File: src/rtl/tl_pkg.sv
// Shared definitions for the traffic-light request arbiter:
// light output encoding and the arbiter phase-tracking state.
package tl_pkg;

  // Light car-output encoding (LA / LB)
  localparam logic [1:0] RED          = 2'b00;
  localparam logic [1:0] YELLOW       = 2'b01;
  localparam logic [1:0] GREEN        = 2'b10;
  localparam logic [1:0] BLINKING_RED = 2'b11;

  // Arbiter view of which street currently owns green
  typedef enum logic [2:0] {
    SYNC = 3'd0,
    PH_A = 3'd1,
    PH_B = 3'd2,
    XFER = 3'd3,
    FLT  = 3'd4
  } arb_state_e;

  function automatic logic is_green(input logic [1:0] light);
    return light == GREEN;
  endfunction

endpackage

File: src/rtl/tl_debounce.sv
// Two-flop synchroniser followed by a debouncer: the output level only
// follows the synchronised input after it has disagreed with the current
// level for DEBOUNCE_CYC consecutive cycles; any agreeing cycle restarts.
module tl_debounce #(
  parameter int DEBOUNCE_CYC = 4
) (
  input  logic CLK,
  input  logic RST,
  input  logic raw_i,
  output logic level_o
);

  localparam logic [3:0] CNT_LAST = 4'(DEBOUNCE_CYC - 1);

  logic       sync1_q, sync2_q;
  logic       level_q, level_d;
  logic [3:0] cnt_q, cnt_d;

  // Count consecutive disagreeing cycles; flip the level on the last one
  always_comb begin
    level_d = level_q;
    cnt_d   = 4'd0;
    if (sync2_q != level_q) begin
      if (cnt_q == CNT_LAST) begin
        level_d = sync2_q;
      end else begin
        cnt_d = cnt_q + 4'd1;
      end
    end
  end

  // Synchroniser and debounce state registers
  always_ff @(posedge CLK) begin
    if (RST) begin
      sync1_q <= 1'b0;
      sync2_q <= 1'b0;
      level_q <= 1'b0;
      cnt_q   <= 4'd0;
    end else begin
      sync1_q <= raw_i;
      sync2_q <= sync1_q;
      level_q <= level_d;
      cnt_q   <= cnt_d;
    end
  end

  assign level_o = level_q;

endmodule

File: src/rtl/traffic_request_arbiter.sv
// Request scheduler for the two-street traffic light. Debounces the field
// detectors/buttons, latches per-phase requests and drives the SA/SB
// switch requests with a bounded green extension.
// Optional feature: define TL_ARB_EMERGENCY_EN to add EMG_A/EMG_B
// emergency-vehicle inputs (synchronised, not debounced).
module traffic_request_arbiter
  import tl_pkg::*;
#(
  parameter int DEBOUNCE_CYC = 4,
  parameter int MAX_EXT      = 8
) (
  input  logic       CLK,
  input  logic       RST,
  input  logic       CAR_A,
  input  logic       CAR_B,
  input  logic       PED_A,
  input  logic       PED_B,
`ifdef TL_ARB_EMERGENCY_EN
  input  logic       EMG_A,
  input  logic       EMG_B,
`endif
  input  logic [1:0] LA,
  input  logic [1:0] LB,
  output logic       SA,
  output logic       SB,
  output logic       WAIT_A,
  output logic       WAIT_B,
  output logic       FAULT
);

  localparam logic [7:0] EXT_MAX = 8'(MAX_EXT);

  // Input conditioning: bit 0 CAR_A, 1 CAR_B, 2 PED_A, 3 PED_B
  logic [3:0] raw_in;
  logic [3:0] db_lvl;

  assign raw_in = {PED_B, PED_A, CAR_B, CAR_A};

  generate
    for (genvar gi = 0; gi < 4; gi++) begin : g_db
      tl_debounce #(
        .DEBOUNCE_CYC(DEBOUNCE_CYC)
      ) u_db (
        .CLK    (CLK),
        .RST    (RST),
        .raw_i  (raw_in[gi]),
        .level_o(db_lvl[gi])
      );
    end
  endgenerate

  logic car_a_db, car_b_db, ped_a_db, ped_b_db;
  assign car_a_db = db_lvl[0];
  assign car_b_db = db_lvl[1];
  assign ped_a_db = db_lvl[2];
  assign ped_b_db = db_lvl[3];

  logic ped_a_prev_q, ped_b_prev_q;
  logic ped_a_rise, ped_b_rise;
  assign ped_a_rise = ped_a_db & ~ped_a_prev_q;
  assign ped_b_rise = ped_b_db & ~ped_b_prev_q;

  // Emergency overrides: force a ped-flagged request and block the other side
  logic emg_set_a, emg_set_b;
  logic block_sa, block_sb;

`ifdef TL_ARB_EMERGENCY_EN
  logic emg_a_s1_q, emg_a_s2_q, emg_b_s1_q, emg_b_s2_q;

  // Two-flop synchronisers for the emergency inputs
  always_ff @(posedge CLK) begin
    if (RST) begin
      emg_a_s1_q <= 1'b0;
      emg_a_s2_q <= 1'b0;
      emg_b_s1_q <= 1'b0;
      emg_b_s2_q <= 1'b0;
    end else begin
      emg_a_s1_q <= EMG_A;
      emg_a_s2_q <= emg_a_s1_q;
      emg_b_s1_q <= EMG_B;
      emg_b_s2_q <= emg_b_s1_q;
    end
  end

  // EMG_A takes priority when both emergencies are active
  assign emg_set_a = emg_a_s2_q;
  assign emg_set_b = emg_b_s2_q & ~emg_a_s2_q;
  assign block_sb  = emg_set_a;
  assign block_sa  = emg_set_b;
`else
  assign emg_set_a = 1'b0;
  assign emg_set_b = 1'b0;
  assign block_sa  = 1'b0;
  assign block_sb  = 1'b0;
`endif

  logic la_green, lb_green;
  assign la_green = is_green(LA);
  assign lb_green = is_green(LB);

  // Request latches (phase A serves PED_B, phase B serves PED_A)
  logic req_a_q, req_a_d, req_b_q, req_b_d;
  logic ped_a_q, ped_a_d, ped_b_q, ped_b_d;
  logic set_a, set_b, pset_a, pset_b;

  assign pset_a = ped_b_rise | emg_set_a;
  assign pset_b = ped_a_rise | emg_set_b;
  assign set_a  = car_a_db | pset_a;
  assign set_b  = car_b_db | pset_b;

  // Set/clear of requests; the served street being green clears and wins
  always_comb begin
    req_a_d = (req_a_q | set_a)  & ~la_green;
    ped_a_d = (ped_a_q | pset_a) & ~la_green;
    req_b_d = (req_b_q | set_b)  & ~lb_green;
    ped_b_d = (ped_b_q | pset_b) & ~lb_green;
  end

  arb_state_e state_q, state_d;
  logic [7:0] ext_q, ext_d;
  logic       sa_q, sa_d, sb_q, sb_d, fault_q, fault_d;
  logic       ext_full;

  // Counter reflects the current phase only when the phase is not changing
  assign ext_full = (ext_q == EXT_MAX) && (state_q == state_d);

  // Phase decode, extension counter and switch requests
  always_comb begin
    state_d = state_q;
    if (state_q == FLT || (la_green && lb_green)) begin
      state_d = FLT;
    end else if (la_green) begin
      state_d = PH_A;
    end else if (lb_green) begin
      state_d = PH_B;
    end else if (state_q != SYNC) begin
      state_d = XFER;
    end

    ext_d = ext_q;
    if (state_d != state_q) begin
      ext_d = 8'd0;
    end else if ((state_q == PH_A && req_b_q) || (state_q == PH_B && req_a_q)) begin
      if (ext_q != EXT_MAX) ext_d = ext_q + 8'd1;
    end

    sb_d = (state_d == PH_A) &&
           (sb_q || (req_b_q && !block_sb && (ped_b_q || !car_a_db || ext_full)));
    sa_d = (state_d == PH_B) &&
           (sa_q || (req_a_q && !block_sa && (ped_a_q || !car_b_db || ext_full)));
    fault_d = (state_d == FLT);
  end

  // Arbiter state registers
  always_ff @(posedge CLK) begin
    if (RST) begin
      state_q      <= SYNC;
      ext_q        <= 8'd0;
      sa_q         <= 1'b0;
      sb_q         <= 1'b0;
      fault_q      <= 1'b0;
      req_a_q      <= 1'b0;
      req_b_q      <= 1'b0;
      ped_a_q      <= 1'b0;
      ped_b_q      <= 1'b0;
      ped_a_prev_q <= 1'b0;
      ped_b_prev_q <= 1'b0;
    end else begin
      state_q      <= state_d;
      ext_q        <= ext_d;
      sa_q         <= sa_d;
      sb_q         <= sb_d;
      fault_q      <= fault_d;
      req_a_q      <= req_a_d;
      req_b_q      <= req_b_d;
      ped_a_q      <= ped_a_d;
      ped_b_q      <= ped_b_d;
      ped_a_prev_q <= ped_a_db;
      ped_b_prev_q <= ped_b_db;
    end
  end

  assign SA     = sa_q;
  assign SB     = sb_q;
  assign WAIT_A = req_a_q;
  assign WAIT_B = req_b_q;
  assign FAULT  = fault_q;

endmodule

File: config.mk
export PLATFORM = sky130hd
export DESIGN_NAME = traffic_request_arbiter
export DESIGN_NICKNAME = d
export VERILOG_FILES = /design/src/rtl/tl_pkg.sv /design/src/rtl/tl_debounce.sv /design/src/rtl/traffic_request_arbiter.sv
export SDC_FILE = /design/constraint.sdc
export NUM_CORES = 1
export LEC_CHECK = 0
export CORE_UTILIZATION = 35
export DETAILED_ROUTE_END_ITERATION = 8
export SLEW_MARGIN = 20
export SYNTH_ARGS = -nofsm -noshare
export SYNTH_HDL_FRONTEND = slang
export SYNTH_HIERARCHICAL = 1
export SYNTH_SLANG_ARGS = --single-unit
File: constraint.sdc
create_clock -name CLK -period 1.4 [get_ports CLK]
set_input_delay 0.28 -clock CLK [delete_from_list [all_inputs] [get_ports CLK]]
set_output_delay 0.28 -clock CLK [all_outputs]
set_load 0.01 [all_outputs]
After elaboration in Yosys (flattened, before gate mapping)
Index checks and enable logic that the tools add are counted.
- register bits: 48
- bits in latches: 0
- bits in writable memories: 0
- ROM bits: 0
- bits of input ports: 10
- output and inout bits: 5
- word-level logic and storage cells: 105
- memories: 0
- add/sub/neg operators: 5
- multiply operators: 0
- divide/modulo/power cells: 0
- magnitude comparators: 0
- equality and inequality tests: 20
- shift-type cells: 0
- multiplexer cells: 4
- bitwise operators: 20
- reduce and logical (&&, ||, !) cells: 29
- operators by type and width (kind ; number):
    adder 4 x 1 -> 4 bit (second input constant) ; 4
    equality test 4 x 2 -> 1 bit (second input constant) ; 4
    2-to-1 mux 3 bit ; 4
    OR reduction 3 bit ; 4
    AND reduction 2 bit ; 5
    adder 8 x 1 -> 8 bit (second input constant) ; 1
    equality test 8 x 4 -> 1 bit (second input constant) ; 1
    logical AND 1 bit ; 8
    logical OR 1 bit ; 8
    != test 8 x 4 -> 1 bit (second input constant) ; 1
    NOT 1 bit ; 8
    AND 1 bit ; 6
    equality test 3 x 1 -> 1 bit (second input constant) ; 2
    equality test 3 x 2 -> 1 bit (second input constant) ; 2
    equality test 3 bit (second input constant) ; 2
    OR 1 bit ; 6
    equality test 2 bit (second input constant) ; 2
    != test 1 bit ; 4
    equality test 3 bit ; 1
    != test 3 bit ; 1
    nonzero test 3 bit ; 1
    zero test 1 bit ; 2
    OR reduction 2 bit ; 1

Depth between registers and ports, before layout
Gate-level depths: netlist of run 1.
- depth after elaboration: 11
- depth in mapped cells: 7
- gate-level depth less buffers: 7

Cells and area by module
The synthesis of run 1 kept the hierarchy.
- by module, submodules not included (module ; instances ; cells each ; area an instance (sq um) ; sequential area each (sq um)):
    traffic_request_arbiter ; 1 ; 102 ; 994.7 ; 400.4
    tl_debounce ; 4 ; 23 ; 247.7 ; 140.1

Worst setup path after synthesis of run 1
OpenSTA, ideal clock, no wires.
- path kind: register to register
- start: reg ext_q[0]
- end: reg ext_q[4]
- library setup time: 0.124 ns
- arrival time: 1.289 ns
- data required time: 1.276 ns
- setup slack: -0.013 ns
- cell stages (with the launch flop): 8
- path buffers: 0
- clock period less this slack: 1.413 ns
- cell sequence: dfxtp_1 inv_1 ha_1 nor4b_1 and3_2 nor3b_2 xnor2_1 nor2_2
- cells in the longest elaborated chain, start to end: 2
- elaborated cells between the ends (all ways): 3
- those cells by class: add/sub (1); eq/ne (1); reduce/logical (1)
- ends and longest elaborated chain (what ; RTL line ; source):
    start: declaration ; traffic_request_arbiter.sv:120 ; logic [7:0] ext_q, ext_d;
    start signal: assignment ; traffic_request_arbiter.sv:170 ; ext_q <= ext_d;
    branches (longest 2 deep; another with adder 8 x 1 -> 8 bit) ; - ;
Parallel ways; which one is timed is not known.
A chain may end at the register's enable or synchronous reset.

Worst setup path in the final report of run 1
- start: reg ext_q[1]
- end: reg ext_q[1]
The elaborated chain is that of the path after synthesis.

==> run metrics, run 1 <==
Final Hold Viols=0; Ports=15; TritonCTS Buffers=5; DP Wirelength=2340 um; Hold Slack=0.438 ns; full die area=about 6000 um2; post-synth net total=between 200 and 250; TritonCTS clock tree=done; final setup violation count=1; drt pass-1 iters=4; maximum VDD drop=502 uV; synth unique cells=36; status=finished with violations; # hold bufs at CTS=0; Place WS=-0.353 ns; Critical Path Source Type=flop; Worst Tran Pin Value=between 0.3 and 0.4 ns; final setup margin=-0.0214 ns; worst skew pair latency=0.30 ns; post-synthesis simple-gate area fraction=about a quarter; FP Rows=27; CP Data Required Time=around 1.6 ns; placed inst area=about 2300 um2; worst hold path type=reg -> reg; # diodes=0; Post-Synth Adder-Cell Area=around 3.8%; final core utilization=46.6%; largest family of logic cells by synthesized area=simple AND/OR/NAND/NOR gates; Global Route Usage Sum=12.4%; Final period util=102%; #FFs+latches synth=48; Total Nets Final=roughly 250; RSZ-0062 raised after global routing=true; Compound-Gate Fraction of Synth Area=6.93%; part of the Yosys area used for sequential elements=between 40% and 50%; Placed Instances=295; Crit. End Element=flop; Max Cap Viol=0; Synth Instances=194; Cell Pwr Density=956 nW/um2; Ys Warns=6; setup TNS=-0.0214 ns; clock buffer depth=2; Clock Skews=0.00525 ns; final-report max-slew violation count=0; xor/xnor share of the synthesized area=8.82%; ys async rst share=0%; Vias=1,419; top_reg_cell synth=dfxtp_1; grt ovf=0; share of cells above drive strength 1=27.8%; top sig layer=met4; Sink Count=48; Max-slew headroom=75.5%; Post-synth EDFFs=0; f_max=0.704 GHz; Finished Cell Area=roughly 2500 um2; Area growth, synth to finish=28.4%; drt initial violations=39; clock root cell=clkbuf_8; vias in the first global route=about 1,400; core area=5470 um2; vias per inst=4.64; die width=about 77 um; failing checks=setup timing; met3 WL=about 90 um; Final ANT Viol Nets=0; die height=around 77 um; H-tree level count=2; Syn Area/Cell=10.2 um2; Reg clk slew, reported paths=0.09 ns; initial antenna violation count=0; CP Class=reg -> reg; Max FO, Critical Path=5; Port Buf Inserts=14; routed len/inst=10.8 um; final cell count without fillers=just over 300; # DRC=0; pin count of the biggest net entering global routing=19; WL met1=approximately 1600 um; routability cong.=around 0.8; met2 WL=1560 um; Initial Utilization=36.3%; Post-Route WL=3310 um; Post-Syn Area=~2000 um2; post-synthesis mux area share=2.52%; first-pass GRT wire length=5840 um; Tmin final=1.42 ns; post-layout power=2.44 mW; Leak=between 1 and 1.5 nW; CP arrival=about 1.6 ns
## cell usage after synthesis (all sizes together), types with 3 or more instances
cell	number	share of area, %
and3	4	1.3
xnor2	11	4.9
inv	8	1.5
mux2i	5	2.5
dfxtp	48	48
nand3	6	1.5
or3	4	2.3
ha	6	3.8
xor2	9	4.0
a21oi	3	1.3
nand4	3	0.95
nor2	35	6.7
nor3b	7	2.9
nand3b	5	3.2
nor2b	14	4.8
o31a	4	1.9
buf	3	1.7
o21ai	3	0.76
## worst paths after layout
| path | start | to | slack (ns) | depth (start not counted) |
|---|---|---|---|---|
| min | g_db[2].u_db/sync1_q$_SDFF_PP0_ | g_db[2].u_db/sync2_q$_SDFF_PP0_ | 0.44 | 1 |
| min reg2reg | g_db[2].u_db/sync1_q$_SDFF_PP0_ | g_db[2].u_db/sync2_q$_SDFF_PP0_ | 0.44 | 1 |
| max reg2reg | ext_q[1]$_SDFFE_PP0P_ | ext_q[1]$_SDFFE_PP0P_ | -0.02 | 7 |
| max | ext_q[1]$_SDFFE_PP0P_ | ext_q[1]$_SDFFE_PP0P_ | -0.02 | 7 |
## cell usage in the layout (no fill, tap or decap), types with 4 or more instances in the layout
cell type / Yosys / routed
mux2i_1: 5 / 4
or3_4: 4 / 4
buf_4: 0 / 21
dfxtp_2: 0 / 4
nor3b_1: 6 / 4
nor2_1: 34 / 32
dfxtp_1: 48 / 42
clkdlybuf4s50_1: 0 / 7
ha_1: 6 / 5
nor2b_1: 13 / 13
xor2_1: 9 / 9
dlygate4sd2_1: 0 / 5
xnor2_1: 11 / 10
nand3_1: 6 / 6
inv_1: 8 / 6
clkbuf_8: 0 / 6
## where the power goes
group / internal, mW / total [mW] / switching, mW
registers: 1.38 / 1.40 / 0.0201
clock network: 0.400 / 0.860 / 0.460
logic: 0.0986 / 0.173 / 0.0749
## layout make-up
class | count | area, um2
fill | 536 | 2920
tap | 72 | 90.1
clock buffer | 6 | 82.6
timing repair buffer | 35 | 297
multi-input combinational | 135 | 1060
sequential | 48 | 973
clock inverter | 2 | 15.0
inverter | 8 | 30.0
## routing by layer
metal / vias to the layer above / GRT usage, %
met5: - / 0
met1: 666 / 15.3
li1: 726 / -
met4: 0 / 6.23
met2: 20 / 19.9
met3: 7 / 3.21
## state kept, by name, indices dropped and copies added, names as in the netlist
| name | count |
|---|---|
| WAIT_B | 1 |
| ext_q | 8 |
| SB | 1 |
| ped_b_prev_q | 1 |
| g_db.u_db/cnt_q | 16 |
| SA | 1 |
| g_db.u_db/sync1_q | 4 |
| g_db.u_db/level_o | 4 |
| ped_a_prev_q | 1 |
| g_db.u_db/sync2_q | 4 |
| WAIT_A | 1 |
| FAULT | 1 |
| ped_a_q | 1 |
| state_q | 3 |
| ped_b_q | 1 |
## worst max-delay path: stages (launching register included)
cell     delay [ns]
dfxtp_2        0.34
inv_2          0.04
ha_4           0.14
nor4b_4        0.12
and3_4         0.21
nor2b_4        0.14
mux2i_2        0.28
nor2_4         0.04
## kinds of logic (layout without fill, tap and decap cells)
family | count (synthesis) | in the layout
and+or+nand+nor | 87 | 87
DFF | 48 | 48
xor gates and xnor gates | 20 | 20
AOI/OAI and AO/OA | 17 | 17
buffers and inverters | 11 | 51
adders and majority gates | 6 | 6
muxes | 5 | 5
## repair_timing
action / in CTS / in global routing
gates resized for setup: 20 / 15
endpoints found under the setup margin: 15 / 14
pin swaps: 4 / 6
endpoints found under the hold margin: 0 / 0
setup buffers: 0 / 4
Note: power is estimated with default switching activity, not from simulation.
==> inputs of run 2 (changes only) <==
Settings changed: CORE_UTILIZATION 35 to 25.
==> run metrics, run 2 (synthesis results as in run 1) <==
status=finished with violations; failing checks=setup timing; Total Nets Final=about 250; Filler Cell Count=784; Post-Route WL=3330 um; initial antenna violation count=0; routed len/inst=9.98 um; sequential share of power=between 50% and 60%; CP Data Required Time=~1.6 ns; TritonCTS clock tree=done; Leak=1.06 nW; NetSw=0.556 mW; Vias=roughly 1,400; share of cells above drive strength 1=27.2%; FP Rows=32; CP cell instances=inv_2 -> ha_4 -> nor4b_4 -> and3_4 -> nand3b_1 -> xor2_1 -> nor2_2; Global Route Usage Sum=under 10%; routability cong.=0.794; Area growth, synth to finish=29.6%; Critical Path Source Type=flop; CP Class=reg -> reg; H-tree level count=2; pin count of the biggest net entering global routing=16; # DRC=0; maximum VDD drop=599 uV; core area=between 7000 and 8000 um2; drt initial violations=39; final cell count without fillers=334; Ports=15; Max-slew headroom=76.6%; Final period util=103%; Tmin final=between 1 and 1.5 ns; final core utilization=33.5%; # hold bufs at CTS=0; Cell Pwr Density=953 nW/um2; die width=91.1 um; Finished Cell Area=2570 um2; vias per inst=4.16; Worst Tran Pin Value=about 0.35 ns; worst skew pair latency=0.29 ns; CP peak stage delay=0.33 ns; die height=91.1 um; final setup violation count=2; Clock Skews=0.00491 ns; Final ANT Viol Nets=0; commonest non-fill, non-tap cells in the layout=43 x dfxtp_1, 31 x nor2_1, 17 x buf_4; final-report max-slew violation count=0; clock root cell=clkbuf_8; RSZ-0062 raised after global routing=true; vias in the first global route=1,319; DP Wirelength=2340 um; first-pass GRT wire length=5830 um; Placed Instances=324; placed inst area=around 2300 um2; Biggest register=g_db.u_db/cnt_q; final setup margin=-0.0392 ns; Pint=1.90 mW; drt pass-1 iters=4; Reg clk slew, reported paths=0.08 ns; Multi-input gate area=between 1000 and 1500 um2; Max FO, Critical Path=5; Logic pwr share=under 10%; TritonCTS Buffers=5; biggest regs=g_db.u_db/cnt_q x16, ext_q x8; commonest non-fill, non-tap cell in the layout=dfxtp_1; Initial Utilization=25.8%; Crit. End Element=flop; worst hold path type=reg -> reg; register area=970 um2; grt ovf=0; switching share of power=between 20% and 30%; max reg flops=16; Sink Count=48; full die area=8300 um2; Max Cap Viol=0; f_max=0.695 GHz; clock buffer depth=2; slowest CP cell=dfxtp_2; # diodes=0; Clk network pwr share=35.3%; CP arrival=between 1.5 and 2 ns; Final Hold Viols=0; Port Buf Inserts=14
run 2: cell count changes in the layout (fill, tap and decap cells not counted), sizes merged:
cell           previous run  this run
clkdlybuf4s50             7         6
dlymetal6s2s              2         3
clkinvlp                  2         0
inv                       8         9
buf                      21        19
clkinv                    0         1
run 2: repair_timing:
item,4_1_cts,5_1_grt
endpoints found under the setup margin,14,10
endpoints found under the hold margin,0,0
pin swaps,10,7
resized for setup,23,14
setup buffers,0,2
gates cloned,0,0
run 2: path summary, 6_finish.rpt:
kind,slack (ns),startpoint,endpoint,cells past startpoint
setup / recovery,-0.04,ext_q[1]$_SDFFE_PP0P_,ext_q[3]$_SDFFE_PP0P_,7
hold / removal,0.44,g_db[3].u_db/sync1_q$_SDFF_PP0_,g_db[3].u_db/sync2_q$_SDFF_PP0_,1
setup reg to reg,-0.04,ext_q[1]$_SDFFE_PP0P_,ext_q[3]$_SDFFE_PP0P_,7
hold reg to reg,0.44,g_db[3].u_db/sync1_q$_SDFF_PP0_,g_db[3].u_db/sync2_q$_SDFF_PP0_,1
run 2: layer usage:
| metal | track usage, % | up-vias | part of all wire, % |
|---|---|---|---|
| met5 | 0 | - | 0 |
| met4 | 3.57 | 0 | 2.3 |
| met3 | 2.68 | 8 | 3.3 |
| met2 | 13.8 | 24 | 45 |
| met1 | 10.6 | 632 | 50 |
| li1 | - | 725 | - |
run 2: metrics by stage:
stage	setup slack, ns	power [mW]	setup TNS (ns)	hold slack, ns
2_1_floorplan	0.00853	1.52	0	0.352
3_3_place_gp	-0.360	1.58	-6.13	0.421
3_5_place_dp	-0.400	1.59	-6.47	0.425
4_1_cts	0.0000293	2.46	0	0.447
5_1_grt	-0.111	2.58	-0.308	0.461
6_report	-0.0392	2.45	-0.0563	0.443
run 2: power by group through the flow:
stage / Combinational [mW] / Clock [mW] / Sequential, mW
floorplan: 0.0931 / 0 / 1.43
global placement: 0.145 / 0 / 1.44
detailed placement: 0.146 / 0 / 1.44
CTS: 0.156 / 0.897 / 1.41
global route: 0.193 / 0.970 / 1.41
finish: 0.178 / 0.864 / 1.41
run 2: worst max-delay path: cells and delay by family, from the launching register on:
family | cells | cell delay (ns)
buffers and inverters | 1 | 0.06
flip-flops | 1 | 0.33
adder cells (fa/ha/maj) | 1 | 0.12
XOR/XNOR | 1 | 0.17
AND/OR/NAND/NOR | 4 | 0.65
run 2: area by class of cell:
class | instances | share of cell area (%)
repair buffers | 33 | 11.3
clock inverters | 2 | 0.535
flip-flops and latches | 48 | 37.7
clock buffers | 6 | 3.21
well taps | 102 | 4.96
multi-input cells | 135 | 41.1
inverters | 8 | 1.17
